--- config.mk ---
export PLATFORM = sky130hd
export DESIGN_NAME = wb_regfile
export DESIGN_NICKNAME = d
export VERILOG_FILES = /design/src/rtl/wb_regfile_pkg.sv /design/src/rtl/wb_mux.sv /design/src/rtl/wb_regfile.sv
export SDC_FILE = /design/constraint.sdc
export NUM_CORES = 2
export LEC_CHECK = 0
export CORE_MARGIN = 2
export CORE_UTILIZATION = 37
export DETAILED_ROUTE_END_ITERATION = 6
export PLACE_DENSITY_LB_ADDON = 0.08
export SETUP_SLACK_MARGIN = 0.4
export SYNTH_ARGS = -nofsm -noshare
export SYNTH_HDL_FRONTEND = slang
export SYNTH_SLANG_ARGS = --single-unit
--- constraint.sdc ---
create_clock -name clk -period 5.9 [get_ports clk]
set_clock_uncertainty 0.1 [all_clocks]
set_input_delay 1.77 -clock clk [delete_from_list [all_inputs] [get_ports clk]]
set_output_delay 1.77 -clock clk [all_outputs]
set_load 0.01 [all_outputs]
--- src/rtl/wb_regfile_pkg.sv ---
// -----------------------------------------------------------------------------
// wb_regfile_pkg
// Shared CPU package: writeback source encodings used by the decoder, the
// mem_wb pipeline stage, the forwarding unit and the register file.
// No ports (package).
// -----------------------------------------------------------------------------
package wb_regfile_pkg;

    // Writeback source select. Encoding 3 is unused by the decoder and falls
    // back to the ALU result so that a stray code can never select garbage.
    typedef enum logic [1:0] {
        SEL_ALU     = 2'd0,
        SEL_MEM     = 2'd1,
        SEL_PC4     = 2'd2,
        SEL_ALU_ALT = 2'd3
    } sel_data_e;

endpackage

--- src/rtl/wb_mux.sv ---
// -----------------------------------------------------------------------------
// wb_mux
// 4:1 writeback source select, shared by the register file and the
// forwarding unit so both always agree on the value being written back.
// Ports:
//   sel      in  2       writeback source select (sel_data_e encoding)
//   alu_res  in  DATA_W  ALU result
//   mem_data in  DATA_W  load data
//   pc4      in  DATA_W  link value (PC+4)
//   data     out DATA_W  selected writeback value (combinational)
// -----------------------------------------------------------------------------
module wb_mux
    import wb_regfile_pkg::*;
#(
    parameter int DATA_W = 32
) (
    input  logic [1:0]        sel,
    input  logic [DATA_W-1:0] alu_res,
    input  logic [DATA_W-1:0] mem_data,
    input  logic [DATA_W-1:0] pc4,
    output logic [DATA_W-1:0] data
);

    // NOTE: the output is given a default before the case so no path through
    // the block leaves it unassigned, which would otherwise infer a latch.
    always_comb begin
        data = alu_res;
        case (sel_data_e'(sel))
            SEL_MEM: data = mem_data;
            SEL_PC4: data = pc4;
            default: data = alu_res;
        endcase
    end

endmodule

--- src/rtl/wb_regfile.sv ---
// -----------------------------------------------------------------------------
// wb_regfile
// Writeback stage plus 2-read/1-write register file with write-through
// bypass, a retired-instruction counter and the PC of the last retirement.
// Ports:
//   clk, rst                 clock; synchronous active-high reset
//   WB_valid                 WB slot holds a real instruction
//   WB_wr_en                 instruction writes a register
//   WB_sel_data              writeback source select
//   WB_wraddr                destination register
//   WB_ALUres/dataout/pc4    writeback candidates
//   pc_WB                    PC of the WB-stage instruction
//   rd_addr1/2, rd_data1/2   ID-stage combinational read ports
//   wb_data                  selected writeback value (forwarding)
//   wb_commit                a register write happens this cycle
//   retired_count            retired-instruction counter (wraps)
//   last_pc                  PC of the most recently retired instruction
// -----------------------------------------------------------------------------
module wb_regfile
    import wb_regfile_pkg::*;
#(
    parameter int DATA_W = 32,
    parameter int ADDR_W = 5
) (
    input  logic              clk,
    input  logic              rst,
    input  logic              WB_valid,
    input  logic              WB_wr_en,
    input  logic [1:0]        WB_sel_data,
    input  logic [ADDR_W-1:0] WB_wraddr,
    input  logic [DATA_W-1:0] WB_ALUres,
    input  logic [DATA_W-1:0] WB_dataout,
    input  logic [DATA_W-1:0] WB_pc4,
    input  logic [DATA_W-1:0] pc_WB,
    input  logic [ADDR_W-1:0] rd_addr1,
    input  logic [ADDR_W-1:0] rd_addr2,
    output logic [DATA_W-1:0] rd_data1,
    output logic [DATA_W-1:0] rd_data2,
    output logic [DATA_W-1:0] wb_data,
    output logic              wb_commit,
    output logic [31:0]       retired_count,
    output logic [DATA_W-1:0] last_pc
);

    localparam int NUM_REGS = 2 ** ADDR_W;

    logic [DATA_W-1:0] regs_q [NUM_REGS];
    logic [DATA_W-1:0] regs_d [NUM_REGS];
    logic [31:0]       retired_count_q, retired_count_d;
    logic [DATA_W-1:0] last_pc_q, last_pc_d;

    wb_mux #(.DATA_W(DATA_W)) u_wb_mux (
        .sel      (WB_sel_data),
        .alu_res  (WB_ALUres),
        .mem_data (WB_dataout),
        .pc4      (WB_pc4),
        .data     (wb_data)
    );

    // Gating with !rst makes reset win over a coincident writeback and also
    // suppresses the read bypass while reset is asserted.
    assign wb_commit = WB_valid & WB_wr_en & (WB_wraddr != '0) & ~rst;

    // Register 0 is hard-wired to zero; the bypass gives same-cycle visibility
    // of the value being written. Both ports share this function, so equal
    // addresses always return identical data.
    function automatic logic [DATA_W-1:0] read_port(input logic [ADDR_W-1:0] addr);
        if (addr == '0)
            return '0;
        else if (wb_commit && (addr == WB_wraddr))
            return wb_data;
        else
            return regs_q[addr];
    endfunction

    always_comb begin
        rd_data1 = read_port(rd_addr1);
        rd_data2 = read_port(rd_addr2);
    end

    always_comb begin
        regs_d          = regs_q;
        retired_count_d = retired_count_q;
        last_pc_d       = last_pc_q;
        if (wb_commit)
            regs_d[WB_wraddr] = wb_data;
        if (WB_valid) begin
            retired_count_d = retired_count_q + 32'd1;  // wraps silently
            last_pc_d       = pc_WB;
        end
    end

    // NOTE: the register array is reset together with the counters because
    // software relies on every register reading 0 after reset; state is
    // updated with non-blocking assignments so all flops sample together.
    always_ff @(posedge clk) begin
        if (rst) begin
            regs_q          <= '{default: '0};
            retired_count_q <= '0;
            last_pc_q       <= '0;
        end else begin
            regs_q          <= regs_d;
            retired_count_q <= retired_count_d;
            last_pc_q       <= last_pc_d;
        end
    end

    assign retired_count = retired_count_q;
    assign last_pc       = last_pc_q;

endmodule
==> flow_summary.json <==
{
  "status": "complete, but fails checks",
  "violations": "setup timing",
  "syn_inst": 6632,
  "routed.top_layer": "met5",
  "viasPerCell": 5.70,
  "critPathMostFrequentCell": "buf_12",
  "rsz0062_at_grt": "yes",
  "fmax_ghz": 0.168,
  "cts_root_buf": "clkbuf_16",
  "cp_max_fo": 7,
  "clock_sinks": 1088,
  "finalHoldViolCount": 0,
  "yosysTopAreaCell": "dfxtp_1",
  "core.rowCount": 142,
  "ioPinCount": 310,
  "grt_pass1_vias": 50451,
  "htreeDepth": 4,
  "final_max_slew_viol_count": 0,
  "power.total_mw": 18.8,
  "dr.pass1.iters": 5,
  "ir_drop_mv": 0.300,
  "numPortBuffers": 309,
  "initial_utilization_pct": 37.3,
  "required_ns": 4.03,
  "finalSetupTns_ns": -0.0948,
  "synth-seq-cells": 1088,
  "grt_usage_pct": 31.1,
  "die_width_um": 393,
  "synthDistinctLibCells": 53,
  "fp.coreArea_um2": 150000,
  "placed_area_um2": 66200,
  "grt_pass1_wl_um": 354000,
  "grt.overflow.total": 0,
  "finalSetupViolCount": 2,
  "antenna_found_initial": 4,
  "hold_class": "flop to flop",
  "ctsLongestPathBuffers": 3,
  "synth.most_common_cell": "nor2_1",
  "synthToLayoutAreaGrowth_pct": 38.0,
  "synthDominantCellAreaShare_pct": 38.9,
  "critical_path_depth": 12,
  "drt_iter0_drc": 5730,
  "cts_hold_buf": 0,
  "wl_met3_um": 19600,
  "finalWorstSetupSlack_ns": -0.0564,
  "fin_crit_ns": 5.96,
  "syn-num-nets": 6784,
  "wl_met2_um": 110000,
  "netlist_top_cells_count": "nor2_1, dfxtp_1, a21oi_1",
  "vias": 54057,
  "cp-end-kind": "output port",
  "clk_latency_ns": 0.79,
  "avgSynthCellArea_um2": 8.45,
  "cts_buffers": 133,
  "cpPeakStageDelay_ns": 0.50,
  "final_area_um2": 77300,
  "cp_cell_sequence": "buf_16 -> buf_6 -> buf_12 -> buf_12 -> buf_8 -> mux4_2 -> mux2i_2 -> o22ai_1 -> nor4_4 -> buf_4 -> a211oi_4 -> clkdlybuf4s15_2",
  "crit_buf_inv": 7,
  "crit_type": "input port to output port",
  "final_antenna_net_count": 0,
  "wl_met1_um": 109000,
  "slew_headroom_pct": 20.0,
  "drive_gt1_share_pct": 32.1,
  "r2r_cells": 6,
  "nNetsFinal": 7507,
  "crit_path_top_delay_cell": "mux4_2",
  "synth_edf_count": 0,
  "pre_cts_ws_ns": -0.972,
  "routed_wl_um": 247000,
  "instances_no_fill": 9480,
  "startpoint_type": "input port",
  "min_path_cells": 1,
  "maxCapViolations": 0,
  "grt_max_degree": 196,
  "cp_top_family": "buffers and inverters",
  "whs_ns": 0.366,
  "ys_async_sr_fraction_pct": 0,
  "synth_area_leaders": "dfxtp_1, nor2_1, mux4_2",
  "final_util_pct": 51.5,
  "gp_congestion": 0.870,
  "dpl.cell_count": 8956,
  "synth_ff_type": "dfxtp_1",
  "place_hpwl_um": 153000,
  "die_h_um": 393,
  "netlist_area_um2": 56100,
  "drc": 0,
  "p_leak_nw": 31.0,
  "tightest_slew_ns": 1.20,
  "clk_pin_slew_ns": 0.05,
  "ys_seq_area_share_pct": 38.9,
  "worstPathArrival_ns": 4.09,
  "powerDensity_nw_per_um2": 243,
  "cts_tree": "built",
  "yosys_warnings": 0,
  "dieArea_um2": 155000,
  "wl_per_cell_um": 26.0,
  "fin_crit_sh_pct": 101
}
[worst reg2reg max path: cells and delay by family, from the launching register on]
family          cells  cell delay, ns
compound gates      1            0.14
fa+ha+maj           1            0.19
flops               1            0.41
simple gates        4            1.37
[cell type report]
type	instances	area, um2
diodes	9	22.5
fillers	13908	72800
clock buffers	178	3690
multi-input cells	4837	34600
flip-flops and latches	1088	21800
repair buffers	1254	13800
inverters	41	160
clock inverters	57	742
well taps	2016	2520
[per-layer routing]
| metal | vias up | global-route usage (%) |
|---|---|---|
| met3 | 436 | 5.85 |
| li1 | 24607 | - |
| met5 | - | 0 |
| met4 | 6 | 10.3 |
| met2 | 2350 | 48.5 |
| met1 | 26658 | 43.1 |
[timing repair]
action / 4_1_cts / 5_1_grt
resized for setup: 858 / 257
pin swaps: 130 / 125
buffers inserted: 181 / 79
cloned: 17 / 3
endpoints found under the setup margin: 96 / 89
[report_power, final]
group          switching (mW)  internal (mW)  leakage, nW  total [mW]
Clock                    3.57           4.95         2.18        8.52
Combinational            1.61           1.23         20.1        2.83
Sequential             0.0211           7.38         8.77        7.40
Total                    5.20           13.6         31.0        18.8
[registers in the layout, summed over array words and instances, names as in the netlist]
signal         cells
retired_count     32
regs_q          1024
last_pc           32
[logic make-up after synthesis]
family	Yosys count	share of synthesized area (%)
adders and majority gates	3	0.0670
muxes	878	23.4
buffers and inverters	707	5.18
xor gates and xnor gates	29	0.453
DFF	1088	38.9
AOI/OAI and AO/OA	1415	13.7
and+or+nand+nor	2512	18.3
[path summary, 6_finish.rpt]
path	endpoint	startpoint	slack (ns)
max	rd_data2[7]	rd_addr2[1]	-0.06
min reg2reg	regs_q[1009]	regs_q[1009]	0.37
min	regs_q[1009]	regs_q[1009]	0.37
max reg2reg	retired_count[26]	retired_count[0]	3.60
[layout by cell type (no fill, tap or decap), types with 31 or more instances in the layout]
cell / instances
a21oi_1: 1000
a221o_1: 32
buf_12: 191
buf_16: 40
buf_2: 55
buf_4: 582
buf_6: 107
buf_8: 34
clkbuf_16: 137
clkdlybuf4s50_1: 193
dfxtp_1: 1088
dlygate4sd2_1: 34
mux2_2: 404
mux2i_1: 120
mux4_2: 306
nand3_4: 31
nor2_1: 2095
nor2b_1: 76
nor3_1: 75
nor3_2: 52
nor4_4: 39
o21ai_0: 33
o22ai_1: 149
o22ai_2: 59
Note: power is estimated with default switching activity, not from simulation.
